File: src/rtl/fwd_ctrl_pkg.sv
// Shared definitions for the forwarding/hazard control slice: operand select
// codes, shadow pipeline entry layout and the register-match helper.
package fwd_ctrl_pkg;

  localparam int REG_AW = 5;

  localparam logic [1:0] SEL_BUS = 2'b00;
  localparam logic [1:0] SEL_MEM = 2'b01;
  localparam logic [1:0] SEL_WB  = 2'b10;
  localparam logic [1:0] SEL_IMM = 2'b11;

  localparam int STG_EX  = 0;
  localparam int STG_MEM = 1;
  localparam int STG_WB  = 2;
  localparam int N_STG   = 3;

  typedef struct packed {
    logic [REG_AW-1:0] rw;
    logic              regwr;
    logic              load;
  } shadow_t;

  localparam shadow_t SHADOW_EMPTY = '{rw: '0, regwr: 1'b0, load: 1'b0};

  // Register 0 is hardwired, so a producer targeting it never forwards.
  function automatic logic reg_match(input logic [REG_AW-1:0] r,
                                     input logic [REG_AW-1:0] rw,
                                     input logic              regwr);
    return (r != '0) && regwr && (rw == r);
  endfunction

endpackage

File: src/rtl/fwd_cmp.sv
// Compares one ID-stage source register against the EX and MEM shadow entries.
// match[1] is the EX (younger) hit, match[0] the MEM hit.
module fwd_cmp
  import fwd_ctrl_pkg::*;
(
  input  logic [REG_AW-1:0] src,
  input  logic [REG_AW-1:0] ex_rw,
  input  logic              ex_regwr,
  input  logic [REG_AW-1:0] mem_rw,
  input  logic              mem_regwr,
  output logic [1:0]        match
);

  always_comb begin
    match    = 2'b00;
    match[1] = reg_match(src, ex_rw, ex_regwr);
    match[0] = reg_match(src, mem_rw, mem_regwr);
  end

endmodule

File: src/rtl/fwd_ctrl.sv
// Forwarding select generation and load-use / store-data hazard control,
// tracking destination info in a private EX/MEM/WB shadow pipeline.
module fwd_ctrl #(
  parameter int REG_AW = 5,
  parameter int CNT_W  = 32
) (
  input  logic              clk,
  input  logic              rst,
  input  logic [REG_AW-1:0] rs_id,
  input  logic [REG_AW-1:0] rt_id,
  input  logic [REG_AW-1:0] rw_id,
  input  logic              use_rs_id,
  input  logic              use_rt_id,
  input  logic              regwr_id,
  input  logic              load_id,
  input  logic              imm_id,
  input  logic              flush,
  output logic [1:0]        ALUsrcA,
  output logic [1:0]        ALUsrcB,
  output logic              stall,
  output logic              bubble,
  output logic [CNT_W-1:0]  stall_cnt
);

  import fwd_ctrl_pkg::*;

  shadow_t          stage_q [N_STG];
  shadow_t          stage_d [N_STG];
  logic [1:0]       alu_src_a_q, alu_src_a_d;
  logic [1:0]       alu_src_b_q, alu_src_b_d;
  logic [CNT_W-1:0] stall_cnt_q, stall_cnt_d;

  logic [1:0] rs_match;
  logic [1:0] rt_match;
  logic       load_use;
  logic       store_data;
  logic       stall_int;
  logic       kill;

  fwd_cmp u_cmp_rs (
    .src       (rs_id),
    .ex_rw     (stage_q[STG_EX].rw),
    .ex_regwr  (stage_q[STG_EX].regwr),
    .mem_rw    (stage_q[STG_MEM].rw),
    .mem_regwr (stage_q[STG_MEM].regwr),
    .match     (rs_match)
  );

  fwd_cmp u_cmp_rt (
    .src       (rt_id),
    .ex_rw     (stage_q[STG_EX].rw),
    .ex_regwr  (stage_q[STG_EX].regwr),
    .mem_rw    (stage_q[STG_MEM].rw),
    .mem_regwr (stage_q[STG_MEM].regwr),
    .match     (rt_match)
  );

  // A store's data operand cannot be forwarded while B selects the immediate,
  // so it waits until its producer has left MEM.
  always_comb begin
    load_use   = (use_rs_id & rs_match[1] & stage_q[STG_EX].load) |
                 (use_rt_id & ~imm_id & rt_match[1] & stage_q[STG_EX].load);
    store_data = imm_id & use_rt_id & (rt_match[1] | rt_match[0]);
    stall_int  = load_use | store_data;
    kill       = stall_int | flush;
  end

  always_comb begin
    stage_d[STG_EX]  = '{rw: rw_id, regwr: regwr_id & ~kill, load: load_id & ~kill};
    stage_d[STG_MEM] = stage_q[STG_EX];
    stage_d[STG_WB]  = stage_q[STG_MEM];
  end

  // An EX hit means the producer will be in MEM when the consumer reaches EX.
  always_comb begin
    alu_src_a_d = SEL_BUS;
    alu_src_b_d = SEL_BUS;
    if (!kill) begin
      if (rs_match[1]) begin
        alu_src_a_d = SEL_MEM;
      end else if (rs_match[0]) begin
        alu_src_a_d = SEL_WB;
      end
      if (imm_id) begin
        alu_src_b_d = SEL_IMM;
      end else if (rt_match[1]) begin
        alu_src_b_d = SEL_MEM;
      end else if (rt_match[0]) begin
        alu_src_b_d = SEL_WB;
      end
    end
  end

  always_comb begin
    stall_cnt_d = stall_cnt_q;
    if (stall_int && (stall_cnt_q != '1)) begin
      stall_cnt_d = stall_cnt_q + CNT_W'(1);
    end
  end

  always_ff @(posedge clk) begin
    if (rst) begin
      for (int i = 0; i < N_STG; i++) begin
        stage_q[i] <= SHADOW_EMPTY;
      end
      alu_src_a_q <= SEL_BUS;
      alu_src_b_q <= SEL_BUS;
      stall_cnt_q <= '0;
    end else begin
      for (int i = 0; i < N_STG; i++) begin
        stage_q[i] <= stage_d[i];
      end
      alu_src_a_q <= alu_src_a_d;
      alu_src_b_q <= alu_src_b_d;
      stall_cnt_q <= stall_cnt_d;
    end
  end

  assign ALUsrcA   = alu_src_a_q;
  assign ALUsrcB   = alu_src_b_q;
  assign stall     = stall_int;
  assign bubble    = kill;
  assign stall_cnt = stall_cnt_q;

endmodule

File: config.mk
export PLATFORM = sky130hd
export DESIGN_NAME = fwd_ctrl
export DESIGN_NICKNAME = d
export VERILOG_FILES = /design/src/rtl/fwd_ctrl_pkg.sv /design/src/rtl/fwd_cmp.sv /design/src/rtl/fwd_ctrl.sv
export SDC_FILE = /design/constraint.sdc
export NUM_CORES = 1
export LEC_CHECK = 0
export ABC_AREA = 1
export ABC_CLOCK_PERIOD_IN_PS = 2800
export BUFFER_PORTS_ARGS = -buffer_cell sky130_fd_sc_hd__buf_2
export CAP_MARGIN = 25
export CORE_UTILIZATION = 40
export DETAILED_ROUTE_END_ITERATION = 8
export PLACE_DENSITY = 0.69
export SYNTH_ARGS = -nofsm -noshare
export SYNTH_HDL_FRONTEND = slang
export SYNTH_SLANG_ARGS = --single-unit
File: constraint.sdc
create_clock -name clk -period 2.8 [get_ports clk]
set_input_delay 0.28 -clock clk [delete_from_list [all_inputs] [get_ports clk]]
set_output_delay 0.28 -clock clk [all_outputs]
set_load 0.01 [all_outputs]
# Word-level counts from Yosys, hierarchy flattened
# Memories as Yosys holds them, arrays and structs flattened.
# Index checks and enable logic that the tools add are counted.
# op_classes
reduce_logical	13
mux	11
n_eq_ne	5
bitwise	18
add_sub_neg	1
# ops
operator	count
adder 32 x 1 -> 32 bit (second input constant)	1
inequality test 32 bit (second input constant)	1
two-way mux 7 bit	3
equality test 5 bit	4
nonzero test 5 bit	2
AND 1 bit	9
logical AND 1 bit	9
two-way mux 2 bit	4
bitwise OR 1 bit	7
two-way mux 1 bit	4
OR reduction 3 bit	1
NOT 1 bit	2
OR reduction 2 bit	1
# word_totals
mem_bits_rw	21
elab_cells	53
out_inout_bits	38
mem_count	1
ff_bits	36
# memory_table
memory	depth	word_bits	rd	rd_ports_with_merged_regs	wr	line_no	source
stage_q	3	7	2	0	3	fwd_ctrl.sv:27	shadow_t stage_q [N_STG];

# Depth between registers and ports, before layout
# Gate-level depths: netlist (run 1).
# logic_depth
word_depth	11
mapped_depth	15
ltp_nobuf	14

# Hierarchy
# From an unflattened synthesis (run 1), not the netlist that was laid out.
# unflattened
cells_unflattened	519
area_unflattened_um2	3002.9
# modules_own_cells
mod	seq_area_each_um2	cells_per_inst	instances	area_each_um2
fwd_ctrl	980.9	401	1	2557.5
fwd_cmp	0.0	59	2	222.7

# Worst setup path after synthesis (run 1)
# OpenSTA, ideal clock, no wires.
# synth_timing
kind	register to register
startpoint	register stall_cnt_q[0], in the netlist stall_cnt[0]
endpoint	register stall_cnt_q[31], in the netlist stall_cnt[31]
path_slack_ns	1.130
t_required_ns	2.685
setup_ns	0.115
stages_incl_launch_ff	12
period_less_slack_ns	1.670
arrival_time_ns	1.555
path_buffers	1
path_cell_list	dfxtp_1 ha_1 inv_1 nor2_2 nand2_2 nor2_8 nand4_4 buf_6 nand2_1 nor2_1 a21oi_1 nor2_1
# synth_via
elab_chain_cells	2
# synth_lines
element	line_no	source
start: declaration	fwd_ctrl.sv:31	logic [CNT_W-1:0] stall_cnt_q, stall_cnt_d;
start signal: assignment	fwd_ctrl.sv:115	stall_cnt_q <= stall_cnt_d;
branches (longest 2 deep; another with adder 32 x 1 -> 32 bit)	--	
# Several ways; the timed one is not identified.
# A chain may end at the register's enable or synchronous reset.

==> impl_metrics.yaml, run 1 <==
floorplanning:
  die_h_um: 85.2
  design.core.area_um2: 6530
  start_util_pct: 42.4
  io_pins: 61
  fp-row-count: 29
  die_width_um: 85.2
  dieArea_um2: 7270
sta:
  fin_crit_ns: 2.36
  fin_tns_setup_ns: 0
  max_freq_mhz: 424
  rsz0062_at_grt: "no"
  worst_pin_slew_ns: 0.771
  fin_crit_sh_pct: 84.3
  finalHoldViolCount: 0
  fin_skew_ns: 0.0130
  slew_headroom_pct: 48.5
  finalSetupViolCount: 0
  final-max-slew-violation-count: 0
job:
  max-cap-violations: 0
power:
  p_per_area_nw_per_um2: 385
  peakVddDrop_mv: 0.210
  p_leak_uw: 0.00162
place:
  place_area_um2: 3120
  port_buffers: 60
  dp_hpwl_mm: 4.79
  place_congestion: 0.913
critical_path:
  r2r_slack_ns: 0.79
  crit_required_ns: 2.52
  rr_worst_depth: 12
  cp_cell_sequence: "inv_2, nand2_1, nand2_1, inv_1, nand2_1, nor2_1, nand2_1, nand2_1, nand2_1, nand2_4, nor2_1, inv_1, buf_2"
  crit_fanout: 55
  worst_path_most_repeated_cell: "nand2_1"
  crit_path_max_incr_delay_ns: 0.41
  start_kind: "flop"
  cp.depth: 13
  path_buf_inv: 4
  slowest_stage: "nand2_4"
  critPathTopFamily: "simple AND/OR/NAND/NOR gates"
  cp_data_arrival_time_ns: 2.08
  cp-end-kind: "primary output"
  criticalPathCategory: "reg -> out"
layout:
  drive_gt1_share_pct: 16.8
  multi_input_area_um2: 1480
  antennaDiodeCount: 0
  area_delta_synth_final_pct: 15.5
  fin_nets: 534
  final_cell_mix: "nand2_1 (122), nor2_1 (93), inv_1 (62)"
  final_area_um2: 3200
  layout_commonest_cell: "nand2_1"
  fillers: 705
  ff_latch_area_um2: 981
clocking:
  numCtsBuffers: 5
  clockRootBuffer: "clkbuf_8"
  htree_levels: 2
  cts_hold_buf: 0
  clkLatencyLatePin_ns: 0.31
  cts_max_path_buffers: 2
  postCtsSetupRepairBufs: 0
  cts_tree: "yes"
  path_clk_slew_ns: 0.09
  numClockSinks: 49
  ctsResizeCount: 0
min_path:
  hold_class: "in -> reg"
  holdPathStages: 3
yosys:
  synth_seq_cells: 49
  yosysSeqAreaShare_pct: 35.4
  synthCells: 453
  ys_types: 31
  yosysTopAreaCellShare_pct: 35.4
  yosysTopAreaCell: "dfxtp_1"
  synth.avg_cell_area_um2: 6.12
  netlist_top_cells_area: "dfxtp_1 (35%), nand2_1 (17%), nor2_1 (13%)"
  syn_area_um2: 2770
  syn_nets: 477
  yosysWarnings: 0
routing:
  met3_length_um: 248
  wirelength_mm: 6.27
  wl_met1_mm: 3.18
  vias_per_cell: 4.82
  ant_nets: 0
  drc_errors: 0
  first_pass_iters: 4
  wl_met2_mm: 2.80
  vias: 2832
  drtIter0Drc: 138
  top_layer: "met4"
  wl_per_cell_um: 10.7
global_route:
  grt_pass1_vias: 2552
  overflow: 0
  antenna_found_initial: 0
  grt_pass1_wl_mm: 10.8
  grt_use_total_pct: 18.1
  grt_max_degree: 56
status:
  run_status: "complete, no violations"
[routing by layer]
layer	GRT usage [%]	vias to the layer above
li1	-	1509
met2	31.0	60
met1	23.7	1261
met4	5.08	0
met5	0	-
met3	2.82	2
[worst register-to-register path, delay by kind of cell (launching register included)]
| kind | cells | cell delay [ns] |
|---|---|---|
| adders and majority gates | 1 | 0.19 |
| buffers and inverters | 1 | 0.05 |
| and+or+nand+nor | 10 | 1.22 |
| DFF | 1 | 0.43 |
[final timing paths]
path / from / endpoint
hold reg to reg: stage_q[0][4]$_SDFF_PP0_ / stage_q[0][11]$_SDFF_PP0_
hold / removal: rw_id[4] / stage_q[0][6]$_SDFF_PP0_
setup / recovery: stage_q[0][5]$_SDFF_PP0_ / bubble
setup reg to reg: stall_cnt[0]$_SDFFE_PP0P_ / stall_cnt[27]$_SDFFE_PP0P_
[metrics by stage]
stage          power (uW)  std cells  util [%]  setup slack [ns]  hold WS, ns
2_1_floorplan         787        453         -              1.13        0.352
3_3_place_gp          823        580      47.7             0.797        0.470
3_5_place_dp          824        580      47.7             0.725        0.480
4_1_cts              1240        588      49.0             0.437        0.170
5_1_grt              1290        588      49.0             0.208        0.174
6_report             1230        588      49.0             0.439        0.177
[cell type report]
type	instances	area share (%)
sequential	49	30.6
multi-input combinational	327	46.3
timing repair buffer	61	9.61
inverter	66	7.74
tap	77	3.01
clock inverter	2	0.430
clock buffer	6	2.27
[cells in the mapped netlist]
cell type  instances
nand2_1          122
nor2_1            93
inv_1             62
dfxtp_1           49
nand3_1           42
a21oi_1           28
nor3_1             6
nand2_2            5
inv_2              4
nor2_2             4
xor2_1             4
buf_1              3
buf_2              3
nand4_1            3
o22ai_1            3
xnor2_1            3
buf_4              2
clkbuf_1           2
nand3b_1           2
o21ai_0            2
a211oi_1           1
a221oi_1           1
and3_1             1
buf_6              1
ha_1               1
nand2_4            1
nand3_2            1
nand4_4            1
nor2_4             1
nor2_8             1
nor4_1             1
[registers in the layout (all words and copies together) (netlist names)]
register   flops
stall_cnt     32
ALUsrcA        2
ALUsrcB        2
stage_q       13
[cells by family (layout without fill, tap and decap cells)]
| logic type | count (synthesis) | in the layout | share of synthesized area [%] |
|---|---|---|---|
| xor gates and xnor gates | 7 | 7 | 2.21 |
| DFF | 49 | 49 | 35.4 |
| adders and majority gates | 1 | 1 | 0.451 |
| AOI/OAI and AO/OA | 35 | 35 | 6.68 |
| buffers and inverters | 77 | 135 | 11.1 |
| and+or+nand+nor | 284 | 284 | 44.2 |
[report_power, final]
part	switching, uW	leakage (uW)	internal (uW)
combinational	58.0	0.00118	36.9
sequential	7.24	0.000397	706
clock	244	0.0000456	179
Power figures use the tool's default switching activity.
==> run 2: changes to the inputs <==
Settings changed: ABC_CLOCK_PERIOD_IN_PS 2800 to 2100, PLACE_DENSITY 0.69 to 0.71.
Clock period 2.8 ns to 2.1 ns, I/O delays scaled along.
==> run 2 against run 1 <==
Compared with the run above: via count rose by 1.3%; setup slack got worse by 0.26 ns; critical path depth did not move; cell area rose by 3.1%; hold slack got worse by 0.076 ns; core utilization rose by 1.5 points; clock power rose by 30%; final cell count rose by 1.4%; critical endpoint unchanged; largest cell class unchanged; global-route usage rose by 0.16 points; total power rose by 32%.
==> impl_metrics.yaml, run 2 (synthesis results as in run 1) <==
status:
  run_status: "complete, no violations"
global_route:
  antenna_found_initial: 0
  grt_pass1_wl_mm: 10.8
  grt_pass1_vias: 2477
  overflow: 0
  grt_use_total_pct: 18.3
  grt_max_degree: 34
power:
  peakVddDrop_mv: 0.208
  p_leak_uw: 0.00170
  p_per_area_nw_per_um2: 494
  power.total_uw: 1630
layout:
  fillers: 670
  antennaDiodeCount: 0
  largest_reg_flops: 32
  layoutNonFillerInstCount: 596
  ff_latch_area_um2: 982
  area_delta_synth_final_pct: 19.1
  fin_nets: 542
  final_cell_mix: "nand2_1 (120), nor2_1 (88), inv_1 (62)"
  layout_commonest_cell: "nand2_1"
  drive_gt1_share_pct: 19.3
  multi_input_area_um2: 1540
routing:
  drc_errors: 0
  top_layer: "met4"
  wl_met2_mm: 3.05
  first_pass_iters: 4
  met3_length_um: 292
  vias_per_cell: 4.81
  wl_met1_mm: 3.29
  wirelength_mm: 6.72
  vias: 2869
  wl_per_cell_um: 11.3
  drtIter0Drc: 120
  ant_nets: 0
sta:
  finalHoldViolCount: 0
  worst_pin_slew_ns: 0.366
  fin_crit_ns: 1.92
  fin_tns_setup_ns: 0
  finalSetupViolCount: 0
  fin_skew_ns: 0.00645
  slew_headroom_pct: 75.5
  whs_ns: 0.101
  setup_ws_ns: 0.180
  fin_crit_sh_pct: 91.4
  max_freq_mhz: 521
  final-max-slew-violation-count: 0
clocking:
  htree_levels: 2
  numClockSinks: 49
  postCtsSetupRepairBufs: 0
  path_clk_slew_ns: 0.09
  clkLatencyLatePin_ns: 0.30
  cts_tree: "yes"
  cts_max_path_buffers: 2
  numCtsBuffers: 5
  cts_hold_buf: 0
  clockRootBuffer: "clkbuf_8"
floorplanning:
  design.core.area_um2: 6530
  dieArea_um2: 7270
  io_pins: 61
  fp-row-count: 29
  die_h_um: 85.2
  die_width_um: 85.2
  start_util_pct: 42.4
critical_path:
  cp_data_arrival_time_ns: 1.71
  slowest_stage: "dfxtp_2"
  crit_path_max_incr_delay_ns: 0.36
  cp-end-kind: "primary output"
  cp_cell_sequence: "inv_2, nand2_1, nand2_1, inv_1, nand2_1, nor2_2, nand3_1, nand2_1, nand2_4, nand2_8, nor2_2, inv_1, buf_2"
  crit_required_ns: 1.89
  start_kind: "flop"
  criticalPathCategory: "reg -> out"
  crit_fanout: 13
  worst_path_most_repeated_cell: "nand2_1"
job:
  max-cap-violations: 0
place:
  place_congestion: 0.899
  place_ws_ns: 0.144
  dp_hpwl_mm: 4.77
  placed_cells: 586
  port_buffers: 60
min_path:
  hold_class: "in -> reg"
==> run 2: power breakdown <==
part	internal, uW	switching, uW	leakage, uW
logic	50.2	78.8	0.00126
registers	942	9.92	0.000398
clock network	238	313	0.0000395
total	1230	402	0.00170
==> run 2: critical path, delay by kind of cell (launching register included) <==
family	cells	cell delay, ns
simple gates	9	0.78
buf+inv	4	0.24
flops	1	0.36
==> run 2: final timing paths <==
| check | from | endpoint | slack (ns) | cells after the start |
|---|---|---|---|---|
| worst min register to register | stage_q[0][4]$_SDFF_PP0_ | stage_q[0][11]$_SDFF_PP0_ | 0.48 | 2 |
| worst max-delay path | stage_q[0][5]$_SDFF_PP0_ | bubble | 0.18 | 13 |
| worst max register to register | stall_cnt[0]$_SDFFE_PP0P_ | stall_cnt[30]$_SDFFE_PP0P_ | 0.22 | 12 |
| worst min-delay path | rw_id[3] | stage_q[0][5]$_SDFF_PP0_ | 0.10 | 3 |
==> run 2: layout make-up <==
class                      count  share of cell area (%)
tap                           77                    2.92
inverter                      66                    7.50
sequential                    49                    29.7
clock buffer                   8                    2.43
multi-input combinational    329                    46.7
timing repair buffer          67                    10.7
==> run 2: stage by stage <==
stage	area (um^2)	utilization, %
floorplan	2770	-
global placement	3160	48.4
detailed placement	3160	48.4
CTS	3240	49.6
global route	3300	50.6
finish	3300	50.6
==> run 2: timing repair <==
item	in CTS	in global routing
gates resized for setup	0	11
endpoints found under the setup margin	0	17
endpoints found under the hold margin	0	0
==> run 2: per-layer routing <==
metal	global-route usage [%]	vias to the layer above
met3	3.79	7
met5	0	-
li1	-	1533
met1	24.6	1262
met2	29.3	67
met4	6.32	0
